===== src/rtl/ifetch_queue_pkg.sv =====
// Shared types and constants for the multi-issue instruction fetch queue.
// It holds the decode packet layout, the XLEN width and the NOP encoding used for empty slots.
package ifetch_queue_pkg;

  localparam int XLEN = 32;
  localparam logic [31:0] NOP = 32'h0000_0013;
  localparam int FQ_DEPTH_DEFAULT = 8;

  typedef struct packed {
    logic            valid;
    logic [31:0]     inst;
    logic [XLEN-1:0] NPC;
    logic [XLEN-1:0] PC;
  } IF_ID_PACKET;

  function automatic logic [XLEN-1:0] block_addr(input logic [XLEN-1:0] pc);
    return {pc[XLEN-1:3], 3'b000};
  endfunction

endpackage


===== src/rtl/ifetch_queue_if.sv =====
// Bus bundle between the fetch queue, its redirect sources, the I-cache and decode.
// The slave modport is the fetch unit. The master modport is the surrounding pipeline.
interface ifetch_queue_if import ifetch_queue_pkg::*; #(
  parameter int FETCH_WIDTH = 2,
  parameter int FQ_DEPTH    = FQ_DEPTH_DEFAULT
);
  localparam int TW = $clog2(FETCH_WIDTH + 1);
  localparam int CW = $clog2(FQ_DEPTH + 1);

  logic            certain_branch_req;
  logic [XLEN-1:0] certain_branch_pc;
  logic            rob_target_req;
  logic [XLEN-1:0] rob_target_pc;
  logic            branch_pred_req;
  logic [XLEN-1:0] branch_pred_pc;

  // Cache handshake: proc2Icache_req acts as ready and Icache2proc_data_valid acts as valid.
  // A block is accepted only in a cycle where both are high, and the address stays fixed until then.
  logic [63:0]     Icache2proc_data;
  logic            Icache2proc_data_valid;
  logic [XLEN-1:0] proc2Icache_addr;
  logic            proc2Icache_req;

  logic [TW-1:0]   id_take;
  IF_ID_PACKET     if_packet [FETCH_WIDTH];
  logic [CW-1:0]   fq_count;

  modport master (
    output certain_branch_req, certain_branch_pc,
    output rob_target_req, rob_target_pc,
    output branch_pred_req, branch_pred_pc,
    output Icache2proc_data, Icache2proc_data_valid,
    output id_take,
    input  proc2Icache_addr, proc2Icache_req,
    input  if_packet, fq_count
  );

  modport slave (
    input  certain_branch_req, certain_branch_pc,
    input  rob_target_req, rob_target_pc,
    input  branch_pred_req, branch_pred_pc,
    input  Icache2proc_data, Icache2proc_data_valid,
    input  id_take,
    output proc2Icache_addr, proc2Icache_req,
    output if_packet, fq_count
  );

endinterface


===== src/rtl/ifetch_queue_fetch_queue.sv =====
// Circular instruction buffer with up to two enqueues and FETCH_WIDTH dequeues per cycle.
// The oldest entries are presented combinationally, and a flush empties the buffer.
module fetch_queue import ifetch_queue_pkg::*; #(
  parameter int FETCH_WIDTH = 2,
  parameter int FQ_DEPTH    = FQ_DEPTH_DEFAULT,
  localparam int PW = $clog2(FQ_DEPTH),
  localparam int CW = $clog2(FQ_DEPTH + 1),
  localparam int TW = $clog2(FETCH_WIDTH + 1)
) (
  input  logic                      clock,
  input  logic                      reset,
  input  logic                      flush,
  input  logic [1:0]                enq_cnt,
  input  logic [1:0][31:0]          enq_inst,
  input  logic [1:0][XLEN-1:0]      enq_pc,
  input  logic [TW-1:0]             deq_cnt,
  output IF_ID_PACKET               packets [FETCH_WIDTH],
  output logic [CW-1:0]             count
);

  logic [31:0]     inst_mem [FQ_DEPTH];
  logic [XLEN-1:0] pc_mem   [FQ_DEPTH];
  logic [PW-1:0]   head;
  logic [PW-1:0]   tail;
  logic [PW-1:0]   rd_idx;

  always_ff @(posedge clock or posedge reset) begin
    if (reset) begin
      head  <= '0;
      tail  <= '0;
      count <= '0;
    end else if (flush) begin
      head  <= '0;
      tail  <= '0;
      count <= '0;
    end else begin
      head  <= head + PW'(deq_cnt);
      tail  <= tail + PW'(enq_cnt);
      count <= count + CW'(enq_cnt) - CW'(deq_cnt);
    end
  end

  // The storage array needs no reset because validity comes from count alone.
  always_ff @(posedge clock) begin
    if (enq_cnt != 2'd0) begin
      inst_mem[tail] <= enq_inst[0];
      pc_mem[tail]   <= enq_pc[0];
    end
    if (enq_cnt == 2'd2) begin
      inst_mem[tail + PW'(1)] <= enq_inst[1];
      pc_mem[tail + PW'(1)]   <= enq_pc[1];
    end
  end

  always_comb begin
    rd_idx = head;
    for (int i = 0; i < FETCH_WIDTH; i++) begin
      packets[i] = '{valid: 1'b0, inst: NOP, NPC: '0, PC: '0};
      rd_idx = head + PW'(i);
      if (CW'(i) < count) begin
        packets[i].valid = 1'b1;
        packets[i].inst  = inst_mem[rd_idx];
        packets[i].PC    = pc_mem[rd_idx];
        packets[i].NPC   = pc_mem[rd_idx] + XLEN'(4);
      end
    end
  end

endmodule


===== src/rtl/ifetch_queue.sv =====
// Fetch stage top: redirect mux and I-cache request logic feeding the circular fetch queue.
// Resolved branches and ROB targets flush the queue, while predictions only steer the next block address.
module ifetch_queue import ifetch_queue_pkg::*; #(
  parameter int FETCH_WIDTH = 2,
  parameter int FQ_DEPTH    = FQ_DEPTH_DEFAULT
) (
  input  logic         clock,
  input  logic         reset,
  ifetch_queue_if.slave bus
);
  localparam int CW = $clog2(FQ_DEPTH + 1);

  logic [XLEN-1:0]      fetch_pc;
  logic [XLEN-1:0]      seq_pc;
  logic                 flush;
  logic                 req;
  logic                 accept;
  logic [1:0]           enq_cnt;
  logic [1:0][31:0]     enq_inst;
  logic [1:0][XLEN-1:0] enq_pc;
  logic [CW-1:0]        count;

  assign flush  = bus.certain_branch_req || bus.rob_target_req;
  // Occupancy is sampled before this cycle's dequeue, so two free slots are always available.
  assign req    = !reset && !flush && (count <= CW'(FQ_DEPTH - 2));
  assign accept = req && bus.Icache2proc_data_valid;
  assign seq_pc = {fetch_pc[XLEN-1:3] + (XLEN-3)'(1), 3'b000};

  assign bus.proc2Icache_req  = req;
  assign bus.proc2Icache_addr = block_addr(fetch_pc);
  assign bus.fq_count         = count;

  always_ff @(posedge clock or posedge reset) begin
    if (reset) begin
      fetch_pc <= '0;
    end else if (bus.certain_branch_req) begin
      fetch_pc <= bus.certain_branch_pc;
    end else if (bus.rob_target_req) begin
      fetch_pc <= bus.rob_target_pc;
    end else if (accept) begin
      fetch_pc <= bus.branch_pred_req ? bus.branch_pred_pc : seq_pc;
    end
  end

  // An odd-word PC uses only the upper half of the block.
  always_comb begin
    enq_cnt  = 2'd0;
    enq_inst = '0;
    enq_pc   = '0;
    if (accept) begin
      enq_pc[0] = fetch_pc;
      if (!fetch_pc[2]) begin
        enq_cnt     = 2'd2;
        enq_inst[0] = bus.Icache2proc_data[31:0];
        enq_inst[1] = bus.Icache2proc_data[63:32];
        enq_pc[1]   = fetch_pc + XLEN'(4);
      end else begin
        enq_cnt     = 2'd1;
        enq_inst[0] = bus.Icache2proc_data[63:32];
      end
    end
  end

  fetch_queue #(
    .FETCH_WIDTH(FETCH_WIDTH),
    .FQ_DEPTH   (FQ_DEPTH)
  ) u_fetch_queue (
    .clock   (clock),
    .reset   (reset),
    .flush   (flush),
    .enq_cnt (enq_cnt),
    .enq_inst(enq_inst),
    .enq_pc  (enq_pc),
    .deq_cnt (bus.id_take),
    .packets (bus.if_packet),
    .count   (count)
  );

endmodule


===== src/flat_wrapper.sv =====
// flat-port wrapper written by rule: the top's interface ports become plain ports
module ifetch_queue_flat import ifetch_queue_pkg::*;
#(
  parameter int FETCH_WIDTH = 2,
  parameter int FQ_DEPTH    = FQ_DEPTH_DEFAULT
)
  (clock, reset, bus_certain_branch_req, bus_certain_branch_pc, bus_rob_target_req, bus_rob_target_pc, bus_branch_pred_req, bus_branch_pred_pc, bus_Icache2proc_data, bus_Icache2proc_data_valid, bus_id_take, bus_proc2Icache_addr, bus_proc2Icache_req, bus_if_packet, bus_fq_count);
  ifetch_queue_if #(.FETCH_WIDTH(FETCH_WIDTH), .FQ_DEPTH(FQ_DEPTH)) bus_i ();
  input  logic clock;
  input  logic reset;
  input wire logic [$bits(bus_i.certain_branch_req)-1:0] bus_certain_branch_req;
  input wire logic [$bits(bus_i.certain_branch_pc)-1:0] bus_certain_branch_pc;
  input wire logic [$bits(bus_i.rob_target_req)-1:0] bus_rob_target_req;
  input wire logic [$bits(bus_i.rob_target_pc)-1:0] bus_rob_target_pc;
  input wire logic [$bits(bus_i.branch_pred_req)-1:0] bus_branch_pred_req;
  input wire logic [$bits(bus_i.branch_pred_pc)-1:0] bus_branch_pred_pc;
  input wire logic [$bits(bus_i.Icache2proc_data)-1:0] bus_Icache2proc_data;
  input wire logic [$bits(bus_i.Icache2proc_data_valid)-1:0] bus_Icache2proc_data_valid;
  input wire logic [$bits(bus_i.id_take)-1:0] bus_id_take;
  output wire logic [$bits(bus_i.proc2Icache_addr)-1:0] bus_proc2Icache_addr;
  output wire logic [$bits(bus_i.proc2Icache_req)-1:0] bus_proc2Icache_req;
  output wire logic [$bits(bus_i.if_packet)-1:0] bus_if_packet;
  output wire logic [$bits(bus_i.fq_count)-1:0] bus_fq_count;
  assign bus_i.certain_branch_req = bus_certain_branch_req;
  assign bus_i.certain_branch_pc = bus_certain_branch_pc;
  assign bus_i.rob_target_req = bus_rob_target_req;
  assign bus_i.rob_target_pc = bus_rob_target_pc;
  assign bus_i.branch_pred_req = bus_branch_pred_req;
  assign bus_i.branch_pred_pc = bus_branch_pred_pc;
  assign bus_i.Icache2proc_data = bus_Icache2proc_data;
  assign bus_i.Icache2proc_data_valid = bus_Icache2proc_data_valid;
  assign bus_i.id_take = bus_id_take;
  assign bus_proc2Icache_addr = bus_i.proc2Icache_addr;
  assign bus_proc2Icache_req = bus_i.proc2Icache_req;
  assign bus_if_packet = {>>{bus_i.if_packet}};
  assign bus_fq_count = bus_i.fq_count;
  ifetch_queue #(.FETCH_WIDTH(FETCH_WIDTH), .FQ_DEPTH(FQ_DEPTH)) u_core (.clock(clock), .reset(reset), .bus(bus_i));
endmodule

===== config.mk =====
export PLATFORM = sky130hd
export DESIGN_NAME = ifetch_queue_flat
export DESIGN_NICKNAME = d
export VERILOG_FILES = /design/src/rtl/ifetch_queue_pkg.sv /design/src/rtl/ifetch_queue_if.sv /design/src/rtl/ifetch_queue_fetch_queue.sv /design/src/rtl/ifetch_queue.sv /design/src/flat_wrapper.sv
export SDC_FILE = /design/constraint.sdc
export NUM_CORES = 1
export LEC_CHECK = 0
export ABC_CLOCK_PERIOD_IN_PS = 7200
export CORE_MARGIN = 2
export CORE_UTILIZATION = 55
export DETAILED_ROUTE_END_ITERATION = 16
export PLACE_DENSITY = 0.82
export SLEW_MARGIN = 20
export SYNTH_ARGS = -nofsm -noshare
export SYNTH_HDL_FRONTEND = slang
export SYNTH_SLANG_ARGS = --single-unit

===== constraint.sdc =====
create_clock -name clock -period 7.2 [get_ports clock]
set_input_delay 1.44 -clock clock [delete_from_list [all_inputs] [get_ports clock]]
set_output_delay 1.44 -clock clock [all_outputs]
set_load 0.01 [all_outputs]

==> out/metrics.cfg <==
[critical_path]
crit_buf_inv = 2
worstPathRequired_ns = 5.76
cpPeakStageDelay_ns = 0.86
crit_path_cell_trace = buf_4, mux4_2, mux2i_1, a2111oi_0, nand4b_1, nor4_1, xor2_1, nor2_1, clkdlybuf4s50_1
rr_endpoint = u_core.u_fetch_queue.inst_mem[0][4]
slowest_stage = a2111oi_0
startpoint = u_core.u_fetch_queue.head[1]
worstRegToRegCells = 6
arrival_ns = 5.25
worstSetupStartpointType = flop
critPathKind = reg2out
crit_path_end_kind = output pin
rr_startpoint = u_core.u_fetch_queue.count[0]
cp_max_fo = 66
r2r_setup_slack_ns = 3.47
cp_top_family = buffers and inverters

[global_route]
grt_pass1_vias = 26363
grt_use_total_pct = 32.1
grt_overflow = 0
grt_pass1_wl_mm = 153
grt_max_degree = 170
antenna_found_initial = 5

[clock_tree]
cts-htree-levels = 2
cts_resized = 0
cts_hold_buffers = 0
path_clk_slew_ns = 0.06
insertion_delay_ns = 0.63
root_buffer = clkbuf_16
cts_tree = yes
cts_buffers = 55
clock-sinks = 554
post-cts-setup-buffers = 0
clk_path_buf_depth = 3

[hold_path]
hold_path_depth = 2
holdCritPathClass = reg2reg
hp-start = u_core.fetch_pc[1]
min_to = u_core.fetch_pc[1]

[floorplanning]
start_util_pct = 55.7
fp-row-count = 90
die_w_um = 251
die_y_um = 251
die-area_um2 = 63100
io_pins = 399
coreArea_um2 = 60400

[cells_and_area]
nNetsFinal = 3267
fillers = 4259
fin_area_um2 = 39400
final_util_pct = 65.3
post_layout_nonfiller_instances = 3908
syn_to_final_growth_pct = 17.3
layout-drive-gt1-share_pct = 14.6

[synth]
synthFlopType = edfxtp_1
yosysUniqueCellTypes = 71
ys_seq_area_share_pct = 48.9
synth_edf_count = 512
netlist_instances = 2894
yosys_warnings = 0
synth.avg_cell_area_um2 = 11.6
async_reset_ff_share_pct = 7.58
ys_seq_elements = 554
syn-cell-area_um2 = 33600

[drt]
num_vias = 25811
vias_per_cell = 6.60
antenna_left = 0
dr.pass1.iters = 6
detail_route.iter0.violations = 2826
drc = 0
routedWlPerCell_um = 26.2
wl_mm = 102

[sta]
finalSetupViolCount = 0
slew_viol_final = 0
relSlewSlack_pct = 22.0
finalCritPeriodShare_pct = 92.9
worst_pin_slew_ns = 1.17
post-route-min-period_ns = 6.69
fmax_mhz = 150
hold_viol = 0
skew_ns = 0.0253
grt_setup_unrepaired = no
finalSetupTns_ns = 0
whs_ns = 0.740

[placement]
numPlacedInstances = 3805
place.gp.congestion = 0.916
placed_area_um2 = 37600
portBuffers = 395
dpl.hpwl_mm = 64.3

[power]
p_clk_share_pct = 36.5
pwr-share-comb_pct = 18.0
power_frac_seq_pct = 45.5
power_density_nw_per_um2 = 203
leakagePower_nw = 13.0
p_sw_mw = 2.14
ir_drop_mv = 0.191
power.internal_mw = 5.85
p_sw_share_pct = 26.7

[outcome]
status = completed

[flow_run]
drv_cap = 0

[kinds of logic after synthesis]
kind of cell | after synthesis | share of synthesized area (%)
buffers and inverters | 346 | 4.77
and+or+nand+nor | 1062 | 15.2
other | 1 | 0.0112
DFF | 554 | 48.9
AOI/OAI and AO/OA | 437 | 7.30
muxes | 409 | 21.2
adders and majority gates | 17 | 0.722
xor gates and xnor gates | 68 | 1.85
[routing by layer]
layer / vias up / track usage, % / wire length [um]
met5: - / 0 / 19
met4: 4 / 17.7 / 5670
met3: 386 / 7.10 / 11100
met2: 1770 / 53.3 / 49900
met1: 12674 / 39.1 / 35700
li1: 10977 / - / -
[sequential cells by signal, summed over array words and instances (netlist names)]
signal                         cells
u_core.fetch_pc                   32
u_core.u_fetch_queue.inst_mem    256
u_core.u_fetch_queue.tail          3
u_core.u_fetch_queue.count         4
u_core.u_fetch_queue.pc_mem      256
u_core.u_fetch_queue.head          3
[Yosys cell counts (9+ instances only)]
master	count	area share, %
a21oi_1	73	1.1
and2_1	255	4.7
and3_1	15	0.28
buf_1	33	0.37
buf_2	31	0.46
buf_4	46	1.0
buf_6	11	0.37
clkbuf_1	195	2.2
dfrtp_1	42	3.1
edfxtp_1	512	46
ha_1	13	0.48
inv_1	26	0.29
mux2_2	41	1.4
mux2i_1	129	3.8
mux4_2	237	16
nand2_1	419	4.7
nand3_1	23	0.34
nand3b_1	11	0.25
nand4_1	14	0.26
nor2_1	206	2.3
nor3_1	44	0.65
nor3b_1	17	0.38
nor4_1	16	0.30
o21ai_0	294	4.4
o31ai_1	9	0.20
xnor2_1	17	0.44
xor2_1	49	1.3
[power by group through the flow]
| stage | clock network, mW | logic [mW] | registers [mW] |
|---|---|---|---|
| 6_report | 2.91 | 1.44 | 3.64 |
| 5_1_grt | 3.02 | 1.52 | 3.64 |
| 4_1_cts | 2.90 | 1.43 | 3.63 |
| 3_5_place_dp | 0 | 1.42 | 3.70 |
| 3_3_place_gp | 0 | 1.40 | 3.70 |
| 2_1_floorplan | 0 | 0.877 | 3.61 |
[cell type report]
type	instances	area, um^2	area share (%)
diodes	2	5.00	0.0127
clock buffers	72	1440	3.65
clock inverters	27	319	0.809
inverters	28	105	0.267
multi-input cells	1996	15800	40.0
flip-flops and latches	554	16400	41.7
well taps	782	978	2.48
repair buffers	447	4370	11.1
[layout by cell type, fill, tap and decap left out, types with 16 or more instances in the layout]
master           count
clkdlybuf4s50_1    395
nand3_1             23
nand2_1            419
a21oi_1             73
nor2_1             203
nor3_1              38
o21ai_0            294
clkbuf_16           55
nor3b_1             17
clkbuf_1            17
buf_4               49
xnor2_1             17
inv_1               25
mux4_2             237
mux2i_1            129
and2_1             255
nor4_1              16
mux2_2              41
dfrtp_1             38
xor2_1              49
edfxtp_1           512
[worst min-delay path: cells and delay by family, from the launching register on]
| kind | cells | cell delay [ns] |
|---|---|---|
| DFF | 1 | 0.53 |
| and+or+nand+nor | 1 | 0.10 |
| AOI/OAI and AO/OA | 1 | 0.07 |
[how the worst max path moves through the flow]
stage | cells after the start | slack [ns] | to
3_3_place_gp | 9 | 1.02 | bus_if_packet[53]
2_1_floorplan | 8 | 2.41 | u_core.u_fetch_queue.inst_mem[7][0]
5_1_grt | 9 | 0.10 | bus_if_packet[160]
3_5_place_dp | 9 | 0.94 | bus_if_packet[53]
6_report | 9 | 0.51 | bus_if_packet[160]
4_1_cts | 9 | 0.26 | bus_if_packet[53]
[per-stage QoR]
stage               power (mW)  setup slack [ns]
finish                    7.99             0.514
global route              8.19             0.105
CTS                       7.97             0.263
detailed placement        5.12             0.937
global placement          5.09              1.02
floorplan                 4.49              2.41
No activity file was read; power rests on OpenSTA's default activity.
